==> src/rtl/fwd_hazard_unit_pkg.sv <==
// Shared definitions for the forwarding / hazard unit: default parameter
// values and the bit layout of one in-flight destination tag entry.
package fwd_hazard_unit_pkg;

    localparam int DEF_DATA_W     = 16;
    localparam int DEF_REG_W      = 3;
    localparam int DEF_NSTAGE     = 3;
    localparam int DEF_NSRC       = 2;
    localparam int DEF_LOAD_READY = 2;
    localparam int DEF_CNT_W      = 16;

    // Tag entry layout: flags in the low bits, destination index above them.
    localparam int ENT_VALID = 0;
    localparam int ENT_WR    = 1;
    localparam int ENT_LOAD  = 2;
    localparam int ENT_DST   = 3;

    // Width of one tag entry for a given register index width.
    function automatic int ent_w(input int reg_w);
        return 3 + reg_w;
    endfunction

endpackage

==> src/rtl/fwd_hazard_unit_if.sv <==
// Decode-side bus of the forwarding / hazard unit. The decode stage is the
// master (drives instruction fields and data), the hazard unit is the slave.
interface fwd_hazard_unit_if
    import fwd_hazard_unit_pkg::*;
#(
    parameter int DATA_W = DEF_DATA_W,
    parameter int REG_W  = DEF_REG_W,
    parameter int NSTAGE = DEF_NSTAGE,
    parameter int NSRC   = DEF_NSRC,
    parameter int CNT_W  = DEF_CNT_W
);
    logic                     id_valid;
    logic [NSRC*REG_W-1:0]    id_src_sel;
    logic [NSRC-1:0]          id_src_used;
    logic [REG_W-1:0]         id_dst_sel;
    logic                     id_dst_wr;
    logic                     id_is_load;
    logic [NSRC*DATA_W-1:0]   rf_rdata;
    logic [NSTAGE*DATA_W-1:0] stage_data;
    logic                     flush;
    logic                     cnt_clr;
    logic                     stall;
    logic [NSRC*DATA_W-1:0]   fwd_data;
    logic [NSRC-1:0]          fwd_hit;
    logic [CNT_W-1:0]         stall_cnt;

    modport master (
        output id_valid, id_src_sel, id_src_used, id_dst_sel, id_dst_wr,
               id_is_load, rf_rdata, stage_data, flush, cnt_clr,
        input  stall, fwd_data, fwd_hit, stall_cnt
    );

    modport slave (
        input  id_valid, id_src_sel, id_src_used, id_dst_sel, id_dst_wr,
               id_is_load, rf_rdata, stage_data, flush, cnt_clr,
        output stall, fwd_data, fwd_hit, stall_cnt
    );

endinterface

==> src/rtl/fwd_tag_stage.sv <==
// One destination-tag entry of the downstream pipeline. A bubble request
// clears the valid bit of the entry being loaded.
module fwd_tag_stage
    import fwd_hazard_unit_pkg::*;
#(
    parameter  int REG_W = DEF_REG_W,
    localparam int ENT_W = ent_w(REG_W)
) (
    input  logic             clk,
    input  logic             rst,
    input  logic             bubble,
    input  logic [ENT_W-1:0] ent_in,
    output logic [ENT_W-1:0] ent_q
);

    logic [ENT_W-1:0] ent_d;

    // Next entry: incoming tag, invalidated when a bubble is inserted.
    // NOTE: combinational blocks assign every output a default first, so no latch is inferred.
    always_comb begin
        ent_d = ent_in;
        if (bubble) begin
            ent_d[ENT_VALID] = 1'b0;
        end
    end

    // Entry register; the whole pipeline advances every clock.
    // NOTE: state flops use non-blocking assignments so all stages sample the old values together.
    always_ff @(posedge clk or negedge rst) begin
        if (!rst) begin
            ent_q <= '0;
        end else begin
            ent_q <= ent_d;
        end
    end

endmodule

==> src/rtl/fwd_hazard_unit.sv <==
// Forwarding and load-use hazard unit beside decode. Tracks destination tags
// of NSTAGE downstream stages, forwards the youngest producer per read port,
// stalls decode on a not-yet-ready load and counts stall cycles.
module fwd_hazard_unit
    import fwd_hazard_unit_pkg::*;
#(
    parameter int DATA_W     = DEF_DATA_W,
    parameter int REG_W      = DEF_REG_W,
    parameter int NSTAGE     = DEF_NSTAGE,
    parameter int NSRC       = DEF_NSRC,
    parameter int LOAD_READY = DEF_LOAD_READY,
    parameter int CNT_W      = DEF_CNT_W
) (
    input logic               clk,
    input logic               rst,
    fwd_hazard_unit_if.slave  bus
);

    localparam int ENT_W = ent_w(REG_W);

    logic [ENT_W-1:0]  ent_q   [NSTAGE];
    logic [ENT_W-1:0]  ent_in  [NSTAGE];
    logic [NSTAGE-1:0] ent_bubble;
    logic [ENT_W-1:0]  dec_ent;
    logic [NSRC-1:0]   port_blocked;
    logic              stall;
    logic [CNT_W-1:0]  stall_cnt_q;
    logic [CNT_W-1:0]  stall_cnt_d;

    assign stall = bus.id_valid & ~bus.flush & (|port_blocked);

    // Tag describing the instruction currently in decode.
    always_comb begin
        dec_ent                      = '0;
        dec_ent[ENT_VALID]           = 1'b1;
        dec_ent[ENT_WR]              = bus.id_dst_wr;
        dec_ent[ENT_LOAD]            = bus.id_is_load;
        dec_ent[ENT_DST +: REG_W]    = bus.id_dst_sel;
    end

    // Stage 1 takes decode (or a bubble); older stages shift unconditionally.
    for (genvar s = 0; s < NSTAGE; s++) begin : g_stage
        if (s == 0) begin : g_first
            assign ent_in[s]     = dec_ent;
            assign ent_bubble[s] = ~(bus.id_valid & ~bus.flush & ~stall);
        end else begin : g_rest
            assign ent_in[s]     = ent_q[s-1];
            assign ent_bubble[s] = 1'b0;
        end

        fwd_tag_stage #(
            .REG_W (REG_W)
        ) u_tag (
            .clk    (clk),
            .rst    (rst),
            .bubble (ent_bubble[s]),
            .ent_in (ent_in[s]),
            .ent_q  (ent_q[s])
        );
    end

    // Per read port: find the youngest matching producer, then forward or block.
    for (genvar p = 0; p < NSRC; p++) begin : g_port
        logic [REG_W-1:0]  src;
        logic              used;
        logic              found;
        logic              hit;
        logic              blocked;
        logic [DATA_W-1:0] data;

        assign src  = bus.id_src_sel[p*REG_W +: REG_W];
        assign used = bus.id_src_used[p];

        // Scan youngest to oldest; the first match decides, older ones are ignored.
        always_comb begin
            found   = 1'b0;
            hit     = 1'b0;
            blocked = 1'b0;
            data    = bus.rf_rdata[p*DATA_W +: DATA_W];
            for (int k = 0; k < NSTAGE; k++) begin
                if (!found && used && ent_q[k][ENT_VALID] && ent_q[k][ENT_WR] &&
                    (ent_q[k][ENT_DST +: REG_W] == src)) begin
                    found = 1'b1;
                    if (!ent_q[k][ENT_LOAD] || (k + 1 >= LOAD_READY)) begin
                        hit  = 1'b1;
                        data = bus.stage_data[k*DATA_W +: DATA_W];
                    end else begin
                        blocked = 1'b1;
                    end
                end
            end
        end

        assign bus.fwd_data[p*DATA_W +: DATA_W] = data;
        assign bus.fwd_hit[p]                   = hit;
        assign port_blocked[p]                  = blocked;
    end

    // Stall counter: clear wins, otherwise saturating increment on stall.
    always_comb begin
        stall_cnt_d = stall_cnt_q;
        if (bus.cnt_clr) begin
            stall_cnt_d = '0;
        end else if (stall && (stall_cnt_q != '1)) begin
            stall_cnt_d = stall_cnt_q + 1'b1;
        end
    end

    // Stall counter register.
    always_ff @(posedge clk or negedge rst) begin
        if (!rst) begin
            stall_cnt_q <= '0;
        end else begin
            stall_cnt_q <= stall_cnt_d;
        end
    end

    assign bus.stall     = stall;
    assign bus.stall_cnt = stall_cnt_q;

endmodule
==> src/flat_wrapper.sv <==
// flat-port wrapper written by rule: the top's interface ports become plain ports
module fwd_hazard_unit_flat import fwd_hazard_unit_pkg::*;
#(
    parameter int DATA_W     = DEF_DATA_W,
    parameter int REG_W      = DEF_REG_W,
    parameter int NSTAGE     = DEF_NSTAGE,
    parameter int NSRC       = DEF_NSRC,
    parameter int LOAD_READY = DEF_LOAD_READY,
    parameter int CNT_W      = DEF_CNT_W
)
  (clk, rst, bus_id_valid, bus_id_src_sel, bus_id_src_used, bus_id_dst_sel, bus_id_dst_wr, bus_id_is_load, bus_rf_rdata, bus_stage_data, bus_flush, bus_cnt_clr, bus_stall, bus_fwd_data, bus_fwd_hit, bus_stall_cnt);
  fwd_hazard_unit_if #(.DATA_W(DATA_W), .REG_W(REG_W), .NSTAGE(NSTAGE), .NSRC(NSRC), .CNT_W(CNT_W)) bus_i ();
  input logic clk;
  input logic rst;
  input wire logic [$bits(bus_i.id_valid)-1:0] bus_id_valid;
  input wire logic [$bits(bus_i.id_src_sel)-1:0] bus_id_src_sel;
  input wire logic [$bits(bus_i.id_src_used)-1:0] bus_id_src_used;
  input wire logic [$bits(bus_i.id_dst_sel)-1:0] bus_id_dst_sel;
  input wire logic [$bits(bus_i.id_dst_wr)-1:0] bus_id_dst_wr;
  input wire logic [$bits(bus_i.id_is_load)-1:0] bus_id_is_load;
  input wire logic [$bits(bus_i.rf_rdata)-1:0] bus_rf_rdata;
  input wire logic [$bits(bus_i.stage_data)-1:0] bus_stage_data;
  input wire logic [$bits(bus_i.flush)-1:0] bus_flush;
  input wire logic [$bits(bus_i.cnt_clr)-1:0] bus_cnt_clr;
  output wire logic [$bits(bus_i.stall)-1:0] bus_stall;
  output wire logic [$bits(bus_i.fwd_data)-1:0] bus_fwd_data;
  output wire logic [$bits(bus_i.fwd_hit)-1:0] bus_fwd_hit;
  output wire logic [$bits(bus_i.stall_cnt)-1:0] bus_stall_cnt;
  assign bus_i.id_valid = bus_id_valid;
  assign bus_i.id_src_sel = bus_id_src_sel;
  assign bus_i.id_src_used = bus_id_src_used;
  assign bus_i.id_dst_sel = bus_id_dst_sel;
  assign bus_i.id_dst_wr = bus_id_dst_wr;
  assign bus_i.id_is_load = bus_id_is_load;
  assign bus_i.rf_rdata = bus_rf_rdata;
  assign bus_i.stage_data = bus_stage_data;
  assign bus_i.flush = bus_flush;
  assign bus_i.cnt_clr = bus_cnt_clr;
  assign bus_stall = bus_i.stall;
  assign bus_fwd_data = bus_i.fwd_data;
  assign bus_fwd_hit = bus_i.fwd_hit;
  assign bus_stall_cnt = bus_i.stall_cnt;
  fwd_hazard_unit #(.DATA_W(DATA_W), .REG_W(REG_W), .NSTAGE(NSTAGE), .NSRC(NSRC), .LOAD_READY(LOAD_READY), .CNT_W(CNT_W)) u_core (.clk(clk), .rst(rst), .bus(bus_i));
endmodule
==> config.mk <==
export PLATFORM = sky130hd
export DESIGN_NAME = fwd_hazard_unit_flat
export DESIGN_NICKNAME = d
export VERILOG_FILES = /design/src/rtl/fwd_hazard_unit_pkg.sv /design/src/rtl/fwd_hazard_unit_if.sv /design/src/rtl/fwd_tag_stage.sv /design/src/rtl/fwd_hazard_unit.sv /design/src/flat_wrapper.sv
export SDC_FILE = /design/constraint.sdc
export NUM_CORES = 1
export LEC_CHECK = 0
export BUFFER_PORTS_ARGS = -buffer_cell sky130_fd_sc_hd__buf_2
export CAP_MARGIN = 30
export CELL_PAD_IN_SITES_DETAIL_PLACEMENT = 1
export CELL_PAD_IN_SITES_GLOBAL_PLACEMENT = 1
export CORE_ASPECT_RATIO = 1.5
export CORE_MARGIN = 2
export CORE_UTILIZATION = 32
export CTS_CLUSTER_DIAMETER = 200
export DETAILED_ROUTE_END_ITERATION = 7
export PLACE_DENSITY_LB_ADDON = 0.1
export SETUP_SLACK_MARGIN = 0.1
export SLEW_MARGIN = 20
export SYNTH_ARGS = -nofsm -noshare
export SYNTH_HDL_FRONTEND = slang
export SYNTH_SLANG_ARGS = --single-unit
==> constraint.sdc <==
create_clock -name clk -period 5.25 [get_ports clk]
set_input_delay 1.05 -clock clk [delete_from_list [all_inputs] [get_ports clk]]
set_output_delay 1.05 -clock clk [all_outputs]
set_load 0.01 [all_outputs]
# Yosys cells after proc, flatten, opt, wreduce, memory -nomap -nowiden
# Index checks and enable logic that the tools add are counted.
# W data, S select, Z words.
word_totals:
  word_cells: 71
  output_inout_bits: 51
  register_bits: 34
op_classes:
  mux: 25
  n_eq_ne: 7
  add_sub_neg: 1
  n_reduce_logical: 29
  bitwise: 5
op_table:
  columns: ["op", "n"]
  rows:
  - ["$mux W16", 10]
  - ["$logic_and A1 B1 Y1", 23]
  - ["$eq A3 B3 Y1", 6]
  - ["$add A16 B1 Y16 const B", 1]
  - ["$ne A16 B16 Y1 const B", 1]
  - ["$mux W1", 15]
  - ["$logic_not A1 Y1", 4]
  - ["$and A1 B1 Y1", 3]
  - ["$not A1 Y1", 2]
  - ["$reduce_bool A2 Y1", 1]
  - ["$reduce_or A2 Y1", 1]

# Logic depth before layout (Yosys ltp)
depth:
  word_depth: 16
  ltp_mapped: 8
  depth_no_buf: 6

# Modules after synthesis
# A second synthesis with hierarchy kept.
hier_totals:
  hier_cells: 254
  area_unflattened_um2: 2561.2
modules_own_cells:
  columns: ["module", "cells_each", "area_each_um2", "seq_area_each_um2", "n_inst"]
  rows:
  - ["fwd_hazard_unit", 233, 2069.5, 400.4, 1]
  - ["fwd_tag_stage", 7, 163.9, 150.1, 3]

# Least setup slack after synthesis
# OpenSTA, ideal clock, no wires.
synth_path:
  path_kind: "input port to output port"
  start: "in bus_id_src_sel[5]"
  end: "out bus_fwd_hit[1]"
  required_time_ns: 4.200
  setup_slack_ns: 1.695
  path_stages: 8
  arrival_ns: 2.505
  path_buffers: 3
  path_cell_list: "xor2_1 > nor4_4 > and2b_1 > buf_2 > nand2_2 > buf_2 > nand2_1 > buf_4"
synth_between:
  elab_chain_cells: 15
  word_cells_on_any_way: 19
  cone_classes: "eq/ne (3); mux (5); reduce/logical (11)"
synth_rtl:
  columns: ["element", "line", "rtl"]
  rows:
  - ["start, declared", "flat_wrapper.sv:16", "input wire logic [$bits(bus_i.id_src_sel)-1:0] bus_id_src_sel;"]
  - ["$eq A3 B3 Y1", "fwd_hazard_unit.sv:82", "(ent_q[k][ENT_DST +: REG_W] == src)) begin"]
  - ["$logic_and A1 B1 Y1", "fwd_hazard_unit.sv:81", "if (!found && used && ent_q[k][ENT_VALID] && ent_q[k][ENT_WR] &&"]
  - ["$mux W1", "fwd_hazard_unit.sv:81", null]
  - ["$logic_not A1 Y1", "fwd_hazard_unit.sv:81", null]
  - ["$logic_and A1 B1 Y1 (4 in series)", "fwd_hazard_unit.sv:81", null]
  - ["$mux W1", "fwd_hazard_unit.sv:81", null]
  - ["$logic_not A1 Y1", "fwd_hazard_unit.sv:81", null]
  - ["$logic_and A1 B1 Y1 (4 in series)", "fwd_hazard_unit.sv:81", null]
  - ["$mux W1 *", "fwd_hazard_unit.sv:81", null]
  - ["end, declared", "flat_wrapper.sv:27", "output wire logic [$bits(bus_i.fwd_hit)-1:0] bus_fwd_hit;"]
# Mark *: on every way between the ends. The rest lies on a longest branch, timed or not.

# Worst setup path after layout
layout_path:
  start: "in bus_id_src_sel[4]"
  end: "out bus_fwd_data[17]"
layout_between:
  elab_chain_cells: 15
  word_cells_on_any_way: 19
  cone_classes: "eq/ne (3); mux (5); reduce/logical (11)"
layout_rtl:
  columns: ["element", "line", "rtl"]
  rows:
  - ["$eq A3 B3 Y1", "fwd_hazard_unit.sv:82", null]
  - ["$logic_and A1 B1 Y1", "fwd_hazard_unit.sv:81", null]
  - ["$mux W1", "fwd_hazard_unit.sv:81", null]
  - ["$logic_not A1 Y1", "fwd_hazard_unit.sv:81", null]
  - ["$logic_and A1 B1 Y1 (4 in series)", "fwd_hazard_unit.sv:81", null]
  - ["$mux W1", "fwd_hazard_unit.sv:81", null]
  - ["$logic_not A1 Y1", "fwd_hazard_unit.sv:81", null]
  - ["$logic_and A1 B1 Y1 (4 in series)", "fwd_hazard_unit.sv:81", null]
  - ["$mux W16 *", "fwd_hazard_unit.sv:81", null]
  - ["end, declared", "flat_wrapper.sv:26", "output wire logic [$bits(bus_i.fwd_data)-1:0] bus_fwd_data;"]
# Marked as above.

==> metrics.txt <==
# TYPE chip_impl_metric gauge
chip_impl_info{name="status",value="finished, final reports clean"} 1
chip_impl_metric{name="post-route-util",unit="%"} 45.3
chip_impl_metric{name="detailed_place.area",unit="um^2"} 3270
chip_impl_metric{name="tightest_slew",unit="ps"} 739
chip_impl_metric{name="grt_first_pass_wirelength",unit="mm"} 16.1
chip_impl_metric{name="required_time_of_the_critical_path",unit="ps"} 4200
chip_impl_info{name="clockRootBuffer",value="sky130_fd_sc_hd__clkbuf_16"} 1
chip_impl_info{name="worst_r2r_endpoint",value="u_core.bus.stall_cnt[13]$_DFFE_PN0P_"} 1
chip_impl_info{name="grt_setup_unrepaired",value="no"} 1
chip_impl_info{name="ys.flop_type",value="sky130_fd_sc_hd__dfrtp_1"} 1
chip_impl_metric{name="syn-cell-area",unit="um^2"} 2490
chip_impl_metric{name="io_buffer_count",unit=""} 148
chip_impl_metric{name="grt_pass1_vias",unit=""} 3179
chip_impl_metric{name="setup_repair_bufs_after_cts",unit=""} 0
chip_impl_metric{name="design.die.area",unit="um^2"} 8500
chip_impl_info{name="synth.top_cells.by_area",value="sky130_fd_sc_hd__dfrtp_1 32%, sky130_fd_sc_hd__nand2_1 11%, sky130_fd_sc_hd__a32oi_1 11%"} 1
chip_impl_metric{name="grt_overflow",unit=""} 0
chip_impl_metric{name="post_drt_via_cell_ratio",unit=""} 5.45
chip_impl_info{name="cts_tree",value="done"} 1
chip_impl_metric{name="period_minus_slack",unit="ps"} 4240
chip_impl_metric{name="initial_core_utilization",unit="%"} 32.9
chip_impl_metric{name="cts.clk_slew.worst_paths",unit="ps"} 50
chip_impl_metric{name="number_of_antenna_violations_at_the_first_check_in_global_routing",unit=""} 3
chip_impl_metric{name="cap_violations",unit=""} 0
chip_impl_metric{name="area_delta_synth_final",unit="%"} 37.7
chip_impl_metric{name="final_number_of_max_transition_violations",unit=""} 0
chip_impl_info{name="hold_end",value="u_core.g_stage[2].u_tag.ent_q[1]$_DFF_PN0_"} 1
chip_impl_info{name="worstHoldStart",value="u_core.g_stage[1].u_tag.ent_q[1]$_DFF_PN0_"} 1
chip_impl_metric{name="layout.cell_area.non_filler",unit="um^2"} 3420
chip_impl_metric{name="timing.clock.skew",unit="ps"} 4.20
chip_impl_metric{name="number_of_cells_produced_by_synthesis",unit=""} 308
chip_impl_metric{name="fmaxAchievable",unit="MHz"} 236
chip_impl_metric{name="leakage_power_total",unit="nW"} 1.60
chip_impl_metric{name="routedWlPerCell",unit="um"} 18.1
chip_impl_metric{name="tritoncts.num_buffers",unit=""} 5
chip_impl_metric{name="synth-edff-count",unit=""} 0
chip_impl_metric{name="totalNegativeSetupSlack",unit="ps"} 0
chip_impl_info{name="timing_worst_setup_path_type",value="input port to output pin"} 1
chip_impl_metric{name="hpwl",unit="mm"} 7.67
chip_impl_info{name="setup.worst_path.start_class",value="input port"} 1
chip_impl_metric{name="io_pins",unit=""} 149
chip_impl_metric{name="report.final.setup_viol",unit=""} 0
chip_impl_metric{name="core.rowCount",unit=""} 39
chip_impl_metric{name="grt_start_max_net_pins",unit=""} 33
chip_impl_metric{name="internal_power",unit="mW"} 0.503
chip_impl_metric{name="share_comb_of_total_power",unit="%"} 19.7
chip_impl_metric{name="fp.coreArea",unit="um^2"} 7560
chip_impl_info{name="synth_most_common_cell",value="sky130_fd_sc_hd__nand2_1"} 1
chip_impl_metric{name="grt_usage",unit="%"} 23.6
chip_impl_metric{name="drt-total-wl",unit="mm"} 9.93
chip_impl_metric{name="drt_drc_violations_left",unit=""} 0
chip_impl_metric{name="worst_skew_pair_latency",unit="ps"} 280
chip_impl_metric{name="vias",unit=""} 2995
chip_impl_info{name="regToRegStartpoint",value="u_core.g_stage[0].u_tag.ent_q[5]$_DFF_PN0_"} 1
chip_impl_metric{name="net-switching-power",unit="mW"} 0.174
chip_impl_metric{name="netlist-cell-type-count",unit=""} 43
chip_impl_metric{name="cp_max_fo",unit=""} 17
chip_impl_metric{name="fin_crit_sh",unit="%"} 80.8
chip_impl_metric{name="place_congestion",unit=""} 0.826
chip_impl_metric{name="cts_hold_repair.buffers",unit=""} 0
chip_impl_metric{name="min_path_cells",unit=""} 0
chip_impl_metric{name="top_cell_type_s_share_of_synthesized_area",unit="%"} 32.2
chip_impl_metric{name="syn-num-nets",unit=""} 407
chip_impl_metric{name="synth_seq_area_share",unit="%"} 32.2
chip_impl_metric{name="peakVddDrop",unit="mV"} 0.196
chip_impl_metric{name="first_iter_violations",unit=""} 73
chip_impl_metric{name="detail-route-antenna-nets",unit=""} 0
chip_impl_metric{name="ctsResizeCount",unit=""} 0
chip_impl_metric{name="floorplan.die.height",unit="um"} 112
chip_impl_info{name="synth_commonest_cells",value="75 x sky130_fd_sc_hd__nand2_1, 32 x sky130_fd_sc_hd__a32oi_1, 32 x sky130_fd_sc_hd__dfrtp_1, 32 x sky130_fd_sc_hd__o22ai_1, 13 x sky130_fd_sc_hd__xor2_1"} 1
chip_impl_metric{name="synth_async_sr_flop_share",unit="%"} 100
chip_impl_metric{name="layout-drive-gt1-share",unit="%"} 38.4
chip_impl_metric{name="timing.reg2reg.worst_path_depth",unit=""} 5
chip_impl_metric{name="portion_of_total_power_attributed_to_sequential_cells",unit="%"} 38.3
chip_impl_metric{name="synth-seq-cells",unit=""} 32
chip_impl_info{name="synth_area_leader_cell",value="sky130_fd_sc_hd__dfrtp_1"} 1
chip_impl_metric{name="hold_violations",unit=""} 0
chip_impl_metric{name="cts-htree-levels",unit=""} 2
chip_impl_metric{name="netSwitchingFraction",unit="%"} 25.8
chip_impl_metric{name="postSynthAreaPerCell",unit="um^2"} 8.07
chip_impl_metric{name="hold-worst-slack",unit="ps"} 373
chip_impl_info{name="min_path_type",value="flip-flop to flip-flop"} 1
chip_impl_info{name="crit_path_end_kind",value="output pin"} 1
chip_impl_metric{name="cts_sinks",unit=""} 32
chip_impl_metric{name="die_w",unit="um"} 76.0
chip_impl_metric{name="clockBufferDepth",unit=""} 2
chip_impl_metric{name="setup.reg_to_reg.worst_slack",unit="ps"} 3110
chip_impl_metric{name="synth_warnings",unit=""} 0
chip_impl_metric{name="slew_headroom",unit="%"} 50.8
chip_impl_metric{name="critPathArrivalTime",unit="ps"} 3190
chip_impl_metric{name="fillerInstances",unit=""} 973
chip_impl_metric{name="share_clk_of_total_power",unit="%"} 42.0
chip_impl_metric{name="firstDrtPassIters",unit=""} 4
chip_impl_metric{name="cellPowerDensity",unit="nW/um^2"} 198
chip_impl_metric{name="finalNetCount",unit=""} 543
## sequential cells by signal, indices dropped and copies added (netlist names)
name and count:
u_core.bus.stall_cnt 16, u_core.g_stage.u_tag.ent_q 16
## through the flow
step / total power [mW] / worst slack [ps] / std cells
global placement: 0.395 / 1040 / 539
finish: 0.677 / 1010 / 550
detailed placement: 0.398 / 989 / 539
floorplan: 0.320 / 1700 / 308
CTS: 0.690 / 973 / 547
global route: 0.712 / 874 / 550
## critical path: stages
cell                      delay (ps)
sky130_fd_sc_hd__buf_2           130
sky130_fd_sc_hd__xor2_1          300
sky130_fd_sc_hd__nor4_4          120
sky130_fd_sc_hd__and2b_1         640
sky130_fd_sc_hd__nand2_2         400
sky130_fd_sc_hd__a32oi_1         360
sky130_fd_sc_hd__buf_2           180
## how the worst max path moves through the flow
stage / startpoint / endpoint / slack, ps / cells after the start
detailed placement: bus_id_src_sel[3] / bus_fwd_data[17] / 990 / 7
CTS: bus_id_src_sel[3] / bus_fwd_data[17] / 970 / 7
global route: bus_id_src_sel[3] / bus_fwd_data[25] / 870 / 7
floorplan: bus_id_src_sel[5] / bus_fwd_hit[1] / 1700 / 8
global placement: bus_id_src_sel[4] / bus_fwd_data[17] / 1040 / 7
finish: bus_id_src_sel[4] / bus_fwd_data[17] / 1010 / 7
## area by class of cell
type	instances	area (um^2)	share of cell area, %
inverter	2	7.51	0.219
clock buffer	8	146	4.27
antenna	3	7.51	0.219
multi-input combinational	250	1560	45.5
timing repair buffer	153	778	22.7
tap	102	128	3.73
sequential	32	801	23.4
## logic make-up (layout without fill, tap and decap cells)
kind of cell               Yosys count  after routing  share of synthesized area [%]
xor gates and xnor gates            20             20                           7.05
other                                0              3                              0
AOI/OAI and AO/OA                   92             92                           27.1
adders and majority gates            1              1                          0.503
DFF                                 32             32                           32.2
and+or+nand+nor                    134            134                           26.6
muxes                                3              3                           1.31
buffers and inverters               26            163                           5.18
## layer usage
layer	share of wire (%)	track usage, %
met1	39	26.2
met2	53	43.9
met3	5.2	4.38
met4	2.4	9.58
met5	0	0
## cell usage in the layout (no fill, tap or decap), drive strengths merged, types with 5 or more instances in the layout
cell type	n
clkbuf	8
or3	7
nor4	5
xor2	13
a21oi	11
o21ai	7
nand4	5
nor2	11
xnor2	7
buf	153
dfrtp	32
o22ai	32
nor2b	5
a32oi	32
nand2	76
nand3	7
## power groups by stage
stage / Combinational (mW) / Sequential, mW / Clock (mW)
2_1_floorplan: 0.0582 / 0.262 / 0
3_3_place_gp: 0.133 / 0.263 / 0
3_5_place_dp: 0.135 / 0.263 / 0
4_1_cts: 0.135 / 0.259 / 0.295
5_1_grt: 0.146 / 0.260 / 0.305
6_report: 0.134 / 0.259 / 0.284
No activity file was read; power rests on OpenSTA's default activity.
